==> src/rtl/mc_ctrl_pkg.sv <==
// Shared encodings for the multi-cycle controller:
// state codes, opcodes, datapath select values and the control bundle.
package mc_ctrl_pkg;

  typedef enum logic [3:0] {
    S_IDLE      = 4'd0,
    S_FETCH     = 4'd1,
    S_DECODE    = 4'd2,
    S_MEM_ADR   = 4'd3,
    S_MEM_READ  = 4'd4,
    S_MEM_WB    = 4'd5,
    S_MEM_WRITE = 4'd6,
    S_EXECUTE   = 4'd7,
    S_ALU_WB    = 4'd8,
    S_BRANCH    = 4'd9,
    S_I_EX      = 4'd10,
    S_I_WB      = 4'd11,
    S_JUMP      = 4'd12,
    S_JAL_WB    = 4'd13,
    S_HALT      = 4'd14
  } state_t;

  localparam logic [5:0] OP_RTYPE = 6'b000000;
  localparam logic [5:0] OP_LW    = 6'b100011;
  localparam logic [5:0] OP_SW    = 6'b101011;
  localparam logic [5:0] OP_BEQ   = 6'b000100;
  localparam logic [5:0] OP_BNE   = 6'b000101;
  localparam logic [5:0] OP_ADDI  = 6'b001000;
  localparam logic [5:0] OP_ANDI  = 6'b001100;
  localparam logic [5:0] OP_ORI   = 6'b001101;
  localparam logic [5:0] OP_J     = 6'b000010;
  localparam logic [5:0] OP_JAL   = 6'b000011;

  localparam logic [1:0] REGDST_RT = 2'b00;
  localparam logic [1:0] REGDST_RD = 2'b01;
  localparam logic [1:0] REGDST_RA = 2'b10;

  localparam logic [1:0] M2R_ALU = 2'b00;
  localparam logic [1:0] M2R_MEM = 2'b01;
  localparam logic [1:0] M2R_PC  = 2'b10;

  localparam logic [1:0] ALUOP_ADD   = 2'b00;
  localparam logic [1:0] ALUOP_SUB   = 2'b01;
  localparam logic [1:0] ALUOP_FUNCT = 2'b10;
  localparam logic [1:0] ALUOP_LOGIC = 2'b11;

  localparam logic [1:0] PCSRC_SEQ = 2'b00;
  localparam logic [1:0] PCSRC_BR  = 2'b01;
  localparam logic [1:0] PCSRC_JMP = 2'b10;

  localparam logic [1:0] ALUB_REG   = 2'b00;
  localparam logic [1:0] ALUB_FOUR  = 2'b01;
  localparam logic [1:0] ALUB_IMM   = 2'b10;
  localparam logic [1:0] ALUB_BROFF = 2'b11;

  typedef struct packed {
    logic       iord;
    logic       memread;
    logic       memwrite;
    logic       irwrite;
    logic       pcwrite;
    logic       branch;
    logic       branch_ne;
    logic       alusrca;
    logic       regwrite;
    logic       imm_zext;
    logic [1:0] pcsrc;
    logic [1:0] aluop;
    logic [1:0] alusrcb;
    logic [1:0] regdst;
    logic [1:0] memtoreg;
  } ctrl_t;

  // States that wait on memory and are guarded by the timer.
  function automatic logic is_wait(state_t s);
    return (s == S_FETCH) || (s == S_MEM_READ) ||
           (s == S_MEM_WRITE);
  endfunction

endpackage

==> src/rtl/mc_wait_timer.sv <==
// Memory wait counter: cleared on entry to a wait state,
// advanced while the access stalls, flags the last allowed cycle.
module mc_wait_timer #(
  parameter int TIMEOUT = 16
) (
  input  logic i_clk,
  input  logic i_reset,
  input  logic clear,
  input  logic count,
  output logic expire
);

  localparam int W = $clog2(TIMEOUT);
  localparam logic [W-1:0] LAST = W'(TIMEOUT - 1);

  logic [W-1:0] cnt;

  // Count stalled cycles; saturate at the last allowed value.
  always_ff @(posedge i_clk) begin
    if (i_reset || clear) begin
      cnt <= '0;
    end else if (count && !expire) begin
      cnt <= cnt + W'(1);
    end
  end

  assign expire = (cnt == LAST);

endmodule

==> src/rtl/mc_ctrl_fsm.sv <==
// Multi-cycle MIPS-style controller with memory handshake,
// wait timeout and sticky illegal/timeout traps.
module mc_ctrl_fsm
  import mc_ctrl_pkg::*;
#(
  parameter int MEM_HANDSHAKE = 1,
  parameter int TIMEOUT       = 16,
  parameter int EN_JAL        = 1
) (
  input  logic       i_clk,
  input  logic       i_reset,
  input  logic [5:0] i_opcode,
  input  logic       i_mem_ready,
  output logic       o_iord,
  output logic       o_memread,
  output logic       o_memwrite,
  output logic       o_irwrite,
  output logic       o_pcwrite,
  output logic       o_branch,
  output logic       o_branch_ne,
  output logic       o_alusrca,
  output logic       o_regwrite,
  output logic       o_imm_zext,
  output logic [1:0] o_pcsrc,
  output logic [1:0] o_aluop,
  output logic [1:0] o_alusrcb,
  output logic [1:0] o_regdst,
  output logic [1:0] o_memtoreg,
  output logic       o_illegal,
  output logic       o_timeout,
  output logic [3:0] o_state
);

  state_t state;
  state_t next;
  ctrl_t  ctrl;

  logic ready;
  logic expire;
  logic clear;
  logic count;
  logic set_illegal;
  logic set_timeout;
  logic illegal;
  logic timeout;
  logic op_logic;

  assign ready = (MEM_HANDSHAKE != 0) ? i_mem_ready : 1'b1;

  assign op_logic = (i_opcode == OP_ANDI) ||
                    (i_opcode == OP_ORI);

  // Restart the timer whenever a wait state is freshly entered.
  assign clear = is_wait(next) && (next != state);
  assign count = is_wait(state) && !ready;

  mc_wait_timer #(
    .TIMEOUT (TIMEOUT)
  ) u_timer (
    .i_clk   (i_clk),
    .i_reset (i_reset),
    .clear   (clear),
    .count   (count),
    .expire  (expire)
  );

  // State register.
  always_ff @(posedge i_clk) begin
    if (i_reset) begin
      state <= S_IDLE;
    end else begin
      state <= next;
    end
  end

  // Next-state selection and trap requests.
  always_comb begin
    next        = state;
    set_illegal = 1'b0;
    set_timeout = 1'b0;
    case (state)
      S_IDLE: next = S_FETCH;
      S_FETCH: begin
        if (ready) begin
          next = S_DECODE;
        end else if (expire) begin
          next        = S_HALT;
          set_timeout = 1'b1;
        end
      end
      S_DECODE: begin
        unique case (1'b1)
          (i_opcode == OP_RTYPE): next = S_EXECUTE;
          (i_opcode == OP_LW),
          (i_opcode == OP_SW):    next = S_MEM_ADR;
          (i_opcode == OP_BEQ),
          (i_opcode == OP_BNE):   next = S_BRANCH;
          (i_opcode == OP_ADDI),
          (i_opcode == OP_ANDI),
          (i_opcode == OP_ORI):   next = S_I_EX;
          (i_opcode == OP_J):     next = S_JUMP;
          (i_opcode == OP_JAL) && (EN_JAL != 0):
            next = S_JAL_WB;
          default: begin
            next        = S_HALT;
            set_illegal = 1'b1;
          end
        endcase
      end
      S_MEM_ADR: begin
        if (i_opcode == OP_LW) begin
          next = S_MEM_READ;
        end else begin
          next = S_MEM_WRITE;
        end
      end
      S_MEM_READ: begin
        if (ready) begin
          next = S_MEM_WB;
        end else if (expire) begin
          next        = S_HALT;
          set_timeout = 1'b1;
        end
      end
      S_MEM_WRITE: begin
        if (ready) begin
          next = S_FETCH;
        end else if (expire) begin
          next        = S_HALT;
          set_timeout = 1'b1;
        end
      end
      S_MEM_WB:  next = S_FETCH;
      S_EXECUTE: next = S_ALU_WB;
      S_ALU_WB:  next = S_FETCH;
      S_BRANCH:  next = S_FETCH;
      S_I_EX:    next = S_I_WB;
      S_I_WB:    next = S_FETCH;
      S_JUMP:    next = S_FETCH;
      S_JAL_WB:  next = S_FETCH;
      S_HALT:    next = S_HALT;
      default: begin
        next        = S_HALT;
        set_illegal = 1'b1;
      end
    endcase
  end

  // Datapath controls decoded from the current state.
  always_comb begin
    ctrl = '0;
    case (state)
      S_FETCH: begin
        ctrl.memread = 1'b1;
        ctrl.alusrcb = ALUB_FOUR;
        ctrl.irwrite = ready;
        ctrl.pcwrite = ready;
      end
      S_DECODE: begin
        ctrl.alusrcb = ALUB_BROFF;
      end
      S_MEM_ADR: begin
        ctrl.alusrca = 1'b1;
        ctrl.alusrcb = ALUB_IMM;
      end
      S_MEM_READ: begin
        ctrl.iord    = 1'b1;
        ctrl.memread = 1'b1;
      end
      S_MEM_WRITE: begin
        ctrl.iord     = 1'b1;
        ctrl.memwrite = 1'b1;
      end
      S_MEM_WB: begin
        ctrl.memtoreg = M2R_MEM;
        ctrl.regwrite = 1'b1;
      end
      S_EXECUTE: begin
        ctrl.alusrca = 1'b1;
        ctrl.aluop   = ALUOP_FUNCT;
      end
      S_ALU_WB: begin
        ctrl.regdst   = REGDST_RD;
        ctrl.regwrite = 1'b1;
      end
      S_BRANCH: begin
        ctrl.alusrca   = 1'b1;
        ctrl.aluop     = ALUOP_SUB;
        ctrl.pcsrc     = PCSRC_BR;
        ctrl.branch    = 1'b1;
        ctrl.branch_ne = (i_opcode == OP_BNE);
      end
      S_I_EX: begin
        ctrl.alusrca  = 1'b1;
        ctrl.alusrcb  = ALUB_IMM;
        ctrl.aluop    = op_logic ? ALUOP_LOGIC : ALUOP_ADD;
        ctrl.imm_zext = op_logic;
      end
      S_I_WB: begin
        ctrl.regwrite = 1'b1;
      end
      S_JUMP: begin
        ctrl.pcsrc   = PCSRC_JMP;
        ctrl.pcwrite = 1'b1;
      end
      S_JAL_WB: begin
        ctrl.regdst   = REGDST_RA;
        ctrl.memtoreg = M2R_PC;
        ctrl.regwrite = 1'b1;
        ctrl.pcsrc    = PCSRC_JMP;
        ctrl.pcwrite  = 1'b1;
      end
      default: ctrl = '0;
    endcase
  end

  // Sticky trap flags; only reset clears them.
  always_ff @(posedge i_clk) begin
    if (i_reset) begin
      illegal <= 1'b0;
      timeout <= 1'b0;
    end else begin
      illegal <= illegal | set_illegal;
      timeout <= timeout | set_timeout;
    end
  end

  assign o_iord      = ctrl.iord;
  assign o_memread   = ctrl.memread;
  assign o_memwrite  = ctrl.memwrite;
  assign o_irwrite   = ctrl.irwrite;
  assign o_pcwrite   = ctrl.pcwrite;
  assign o_branch    = ctrl.branch;
  assign o_branch_ne = ctrl.branch_ne;
  assign o_alusrca   = ctrl.alusrca;
  assign o_regwrite  = ctrl.regwrite;
  assign o_imm_zext  = ctrl.imm_zext;
  assign o_pcsrc     = ctrl.pcsrc;
  assign o_aluop     = ctrl.aluop;
  assign o_alusrcb   = ctrl.alusrcb;
  assign o_regdst    = ctrl.regdst;
  assign o_memtoreg  = ctrl.memtoreg;
  assign o_illegal   = illegal;
  assign o_timeout   = timeout;
  assign o_state     = state;

endmodule
==> config.mk <==
export PLATFORM = sky130hd
export DESIGN_NAME = mc_ctrl_fsm
export DESIGN_NICKNAME = d
export VERILOG_FILES = /design/src/rtl/mc_ctrl_pkg.sv /design/src/rtl/mc_wait_timer.sv /design/src/rtl/mc_ctrl_fsm.sv
export SDC_FILE = /design/constraint.sdc
export NUM_CORES = 1
export LEC_CHECK = 0
export BUFFER_PORTS_ARGS = -buffer_cell sky130_fd_sc_hd__buf_2
export CORE_MARGIN = 3
export CORE_UTILIZATION = 44
export DETAILED_ROUTE_END_ITERATION = 6
export PLACE_DENSITY = 0.87
export SYNTH_ARGS = -nofsm -noshare
export SYNTH_HDL_FRONTEND = slang
export SYNTH_SLANG_ARGS = --single-unit
==> constraint.sdc <==
create_clock -name i_clk -period 2.3 [get_ports i_clk]
set_clock_uncertainty 0.05 [all_clocks]
set_input_delay 0.23 -clock i_clk [delete_from_list [all_inputs] [get_ports i_clk]]
set_output_delay 0.23 -clock i_clk [all_outputs]
set_load 0.01 [all_outputs]
# Yosys cells after proc, flatten, opt, wreduce, memory -nomap -nowiden
# Cells that the tools add are included.
[word_totals]
regBits = 10
latch_bits = 0
mem_bits_rw = 0
romBits = 0
inputBits = 9
output_inout_bits = 26
wordCells = 88
mem_count = 0
[op_classes]
n_addsub = 1
multipliers = 0
n_div = 0
order_cmp = 0
n_eq_ne = 28
shifts = 0
n_mux = 27
n_bitwise = 2
reduce_logical = 26
[op_table]
columns = ["cell", "count"]
rows = [
  ["== test 4 bit (second input constant)", 8],
  ["one-hot mux 4 bit (8 select lines)", 1],
  ["== test 4 x 3 -> 1 bit (second input constant)", 6],
  ["one-hot mux 4 bit (6 select lines)", 1],
  ["== test 6 x 4 -> 1 bit (second input constant)", 3],
  ["2-to-1 mux 4 bit", 4],
  ["OR reduction 14 bit", 1],
  ["== test 6 x 2 -> 1 bit (second input constant)", 2],
  ["== test 6 x 3 -> 1 bit (second input constant)", 2],
  ["== test 6 bit (second input constant)", 2],
  ["one-hot mux 2 bit (2 select lines)", 3],
  ["one-hot mux 2 bit (3 select lines)", 2],
  ["OR reduction 2 bit", 6],
  ["2-to-1 mux 1 bit", 11],
  ["OR reduction 10 bit", 1],
  ["== test 4 x 1 -> 1 bit (second input constant)", 2],
  ["== test 4 x 2 -> 1 bit (second input constant)", 2],
  ["OR reduction 4 bit", 2],
  ["OR reduction 7 bit", 1],
  ["zero test 6 bit", 1],
  ["logical OR 1 bit", 6],
  ["2-to-1 mux 2 bit", 3],
  ["OR reduction 3 bit", 2],
  ["adder 4 x 1 -> 4 bit (second input constant)", 1],
  ["6 further kinds", 11],
]

# Depth between registers and ports, before layout
[logic_depth]
ltp_word = 9
depth_mapped = 8
mapped_depth_nobuf = 8

# By module
# A second synthesis with hierarchy kept.
[unflattened]
hier_cells = 149
area_unflattened_um2 = 1124.8
[modules_own_cells]
columns = ["module", "instances", "cells_each", "area_each_um2", "seq_area_each_um2"]
rows = [
  ["mc_ctrl_fsm", 1, 127, 913.4, 120.1],
  ["mc_wait_timer", 1, 22, 211.5, 80.1],
]

# Worst setup path before layout
# OpenSTA, ideal clock, no wires.
[synth_path]
path_type = "register to register"
startpoint = "register state[3], in the netlist o_state[3]"
endpoint = "register u_timer.cnt[2]"
setup_time_ns = 0.088
arrival_time_ns = 2.102
required_ns = 2.162
setup_slack_ns = 0.061
stages_incl_launch_ff = 8
n_path_buf = 0
period_less_slack_ns = 2.239
path_cell_list = "dfxtp_1 or2_2 a2111oi_2 a22oi_2 and2_4 xnor2_1 o311a_4 nor4_4"
[synth_via]
elab_chain_len = 8
word_cells_on_any_way = 32
classes_between = "eq/ne: 17; mux: 5; reduce/logical: 10"
[synth_lines]
columns = ["element", "line_no", "rtl"]
rows = [
  ["start: declaration", "mc_ctrl_fsm.sv:34", "state_t state;"],
  ["start signal: assignment", "mc_ctrl_fsm.sv:72", "state <= next;"],
  ["== test 4 bit, or another cell as far along", "mc_ctrl_fsm.sv:81", "case (state)"],
  ["OR reduction 7 bit (no line), or another cell as far along", "-", ""],
  ["one-hot mux 4 bit (8 select lines)", "mc_ctrl_fsm.sv:81", ""],
  ["== test 4 x 1 -> 1 bit or == test 4 x 3 -> 1 bit (tied branches)", "mc_ctrl_pkg.sv:76", "return (s == S_FETCH) || (s == S_MEM_READ) ||"],
  ["logical OR 1 bit (2 in a row)", "mc_ctrl_pkg.sv:76", ""],
  ["logical AND 1 bit", "mc_ctrl_fsm.sv:54", "assign clear = is_wait(next) && (next != state);"],
  ["logical OR 1 bit", "mc_wait_timer.sv:20", "if (i_reset || clear) begin"],
  ["end signal: assignment", "mc_wait_timer.sv:23", "cnt <= cnt + W'(1);"],
  ["end: declaration", "mc_wait_timer.sv:16", "logic [W-1:0] cnt;"],
]
# Several ways; a longest one is shown, not always the timed one.
# A chain may end at the register's enable or synchronous reset.

# Final worst setup path
# Same ends and word-level chain as after synthesis.

==> results.json <==
{
  "run_status": "finished, final reports clean",
  "post_synth_inst_count": 129,
  "boundaryPins": 35,
  "final-hold-violation-count": 0,
  "timing.reg2reg.setup_slack_ps": 60,
  "global_route.usage.met2_pct": 38.4,
  "grt_first_pass_wirelength_um": 4310,
  "cell_internal_pwr_uw": 628,
  "number_of_synthesized_flops_with_an_enable_pin": 0,
  "global_route_hottest_layer": "met2",
  "met1_usage_pct": 22.3,
  "tritoncts_num_sinks": 10,
  "dr.pass1.iters": 4,
  "postSynthRegisterBits": 10,
  "antenna_cells": 0,
  "asr_flop_ratio_synth_pct": 0,
  "track_usage_pct": 20.3,
  "report.final.setup_viol": 0,
  "die_w_um": 53.1,
  "multi_input_comb_area_um2": 743,
  "ys_dominant_reg_cell": "sky130_fd_sc_hd__dfxtp_1",
  "cp_top_family": "compound AO/OA/AOI/OAI gates",
  "design.die.area_um2": 2820,
  "drtIter0Drc": 26,
  "fillerInstances": 178,
  "placement.io_buffers": 34,
  "hold_removal_path_class": "input pin to register",
  "post-synth-top-area-cell": "sky130_fd_sc_hd__dfxtp_1",
  "clock_tree_from_tritoncts": "done",
  "cp.arrival_ps": 2370,
  "max-slew-margin-rel_pct": 71.6,
  "finalHoldWorstSlack_ps": 240,
  "switching_power_uw": 502,
  "finalCritPeriodShare_pct": 97.6,
  "cts_root_buf": "sky130_fd_sc_hd__clkbuf_4",
  "via_count_of_the_first_global_routing_pass": 1030,
  "antenna_violating_nets_remaining": 0,
  "synthesis.yosys.warnings": 0,
  "power.clock.fraction_pct": 10.0,
  "vdd_ir_drop_max_v": 0.000747,
  "syn_nets": 139,
  "power_leakage_uw": 0.000606,
  "pwr-share-seq_pct": 20.7,
  "ys_seq_area_share_pct": 20.5,
  "rsz0062_at_grt": "yes",
  "placedInstanceArea_um2": 1230,
  "postSynthAreaPerCell_um2": 7.56,
  "synthTopCellsByArea": "sky130_fd_sc_hd__dfxtp_1 (21%), sky130_fd_sc_hd__nor2_1 (5.8%), sky130_fd_sc_hd__a21oi_1 (4.6%), sky130_fd_sc_hd__nor3_1 (3.6%), sky130_fd_sc_hd__nand2_1 (3.5%)",
  "slowest_stage": "sky130_fd_sc_hd__a2111oi_4",
  "timing.critical_path.required_ps": 2430,
  "startpoint_type": "register",
  "syn_to_final_growth_pct": 32.5,
  "gp_routability_congestion": 1.01,
  "core_footprint_um2": 2020,
  "initial_core_util_pct": 48.2,
  "highest_achievable_clock_rate_ghz": 0.445,
  "grt_antenna_before_repair": 0,
  "tritoncts.num_buffers": 3,
  "synth_cell_types": 49,
  "seq_area_um2": 201,
  "num_vias": 1120,
  "cts_max_level": 1,
  "detail_route.drc_violations": 0,
  "clock_insertion_delay_worst_skew_ps": 260,
  "grt.met3_usage_pct": 2.25,
  "cts_buffer_depth": 2,
  "dpl.hpwl_um": 2210,
  "layout-drive-gt1-share_pct": 40.4,
  "worst_setup_path_end_kind": "register",
  "grt_max_degree": 14,
  "tightestPinTransition_ps": 423,
  "drv_cap": 0,
  "avgViaCountPerCell": 5.66,
  "num_rows": 16,
  "fraction_of_power_spent_switching_nets_pct": 44.4,
  "path_clk_slew_ps": 60,
  "ctsHoldBuffers": 0,
  "fin_crit_ps": 2240,
  "grt_remaining_overflow": 0,
  "worst-path-max-fanout": 4,
  "max_stage_delay_ps": 410,
  "final_net_count": 183,
  "combPwrFrac_pct": 69.3,
  "netlist_area_um2": 975,
  "final-max-slew-violation-count": 0,
  "timing.setup.critical_path_class": "register to register",
  "worstPathBufferInverterCount": 0,
  "dieHeight_um": 53.1,
  "final_design_area_no_fill_um2": 1290,
  "synthDominantCellAreaShare_pct": 20.5,
  "most_common_library_cells_after_synthesis": "sky130_fd_sc_hd__nor2_1 (15), sky130_fd_sc_hd__dfxtp_1 (10), sky130_fd_sc_hd__a21oi_1 (9), sky130_fd_sc_hd__nand2_1 (9), sky130_fd_sc_hd__nor3_1 (7)",
  "post-synth-top-count-cell": "sky130_fd_sc_hd__nor2_1",
  "timing.critical_path.cells": "or2_2 > a2111oi_4 > a22oi_2 > and2_4 > xnor2_1 > o311a_4 > nor4_4",
  "routedWlPerCell_um": 14.0,
  "cellPowerDensity_nw_per_um2": 875,
  "detail_route.wirelength_um": 2780
}
## per-stage QoR
stage | worst slack (ps) | utilization [%] | TNS (ps) | cells | total power [µW]
finish | 55.3 | 63.9 | 0 | 198 | 1130
global route | -37.3 | 63.9 | -52.2 | 198 | 1230
CTS | 31.8 | 62.2 | 0 | 198 | 1110
detailed placement | -25.0 | 61.1 | -25.0 | 195 | 990
global placement | 12.4 | 61.1 | 0 | 195 | 953
floorplan | 60.6 | - | 0 | 129 | 750
## kinds of logic after synthesis
family / after synthesis / synth area share (%)
and+or+nand+nor: 65 / 40.6
xor gates and xnor gates: 4 / 3.60
AOI/OAI and AO/OA: 33 / 25.4
adders and majority gates: 1 / 1.28
DFF: 10 / 20.5
muxes: 2 / 2.05
buffers and inverters: 14 / 6.55
## layout make-up
type                            count  share of cell area [%]
Timing Repair Buffer               47                    20.7
Inverter                            6                    1.74
Tap cell                           27                    2.62
Sequential cell                    10                    15.6
Multi-Input combinational cell    105                    57.6
Clock buffer                        3                    1.74
## cells in the final DEF, fill, tap and decap left out, types with 2 or more instances in the layout
cell	instances
sky130_fd_sc_hd__a211oi_1	2
sky130_fd_sc_hd__a21oi_1	9
sky130_fd_sc_hd__a31oi_1	3
sky130_fd_sc_hd__and2_1	2
sky130_fd_sc_hd__buf_2	34
sky130_fd_sc_hd__buf_4	13
sky130_fd_sc_hd__clkbuf_4	3
sky130_fd_sc_hd__dfxtp_1	9
sky130_fd_sc_hd__inv_1	6
sky130_fd_sc_hd__mux2i_1	2
sky130_fd_sc_hd__nand2_1	9
sky130_fd_sc_hd__nand2b_1	5
sky130_fd_sc_hd__nand3_1	3
sky130_fd_sc_hd__nor2_1	15
sky130_fd_sc_hd__nor2b_1	2
sky130_fd_sc_hd__nor3_1	7
sky130_fd_sc_hd__nor4_1	4
sky130_fd_sc_hd__o211ai_1	2
sky130_fd_sc_hd__o21a_1	3
sky130_fd_sc_hd__o21ai_0	3
sky130_fd_sc_hd__or2_2	3
sky130_fd_sc_hd__xnor2_1	2
sky130_fd_sc_hd__xor2_1	2
## routing by layer
metal / part of all wire (%) / routed length [µm]
met5: 0 / 0
met4: 1.1 / 30
met3: 7.5 / 207
met1: 40 / 1110
met2: 51 / 1430
## flip-flops by register name (all words and copies together) (netlist names)
signal / cells
o_state: 4
o_timeout: 1
o_illegal: 1
u_timer.cnt: 4
## worst register-to-register path: cells and delay by family, from the launching register on
family	cells	cell delay, ps
xor gates and xnor gates	1	130
AOI/OAI and AO/OA	3	890
DFF	1	310
and+or+nand+nor	3	760
## what timing repair did
action,in CTS,in global routing
buffers inserted,0,0
hold endpoints to repair,0,0
endpoints found under the setup margin,0,4
gates resized for setup,0,5
## worst paths after layout
kind / depth (start not counted) / startpoint / to
min reg2reg: 2 / o_timeout / o_timeout
min: 2 / i_reset / o_state[3]
max: 7 / o_state[3] / u_timer.cnt[2]
max reg2reg: 7 / o_state[3] / u_timer.cnt[2]
## power groups by stage
stage / Clock, µW / Combinational (µW) / Sequential [µW]
global placement: 0 / 719 / 234
detailed placement: 0 / 754 / 235
finish: 113 / 784 / 233
CTS: 117 / 758 / 232
floorplan: 0 / 497 / 252
global route: 128 / 859 / 238
(Power assumes the default switching activity.)
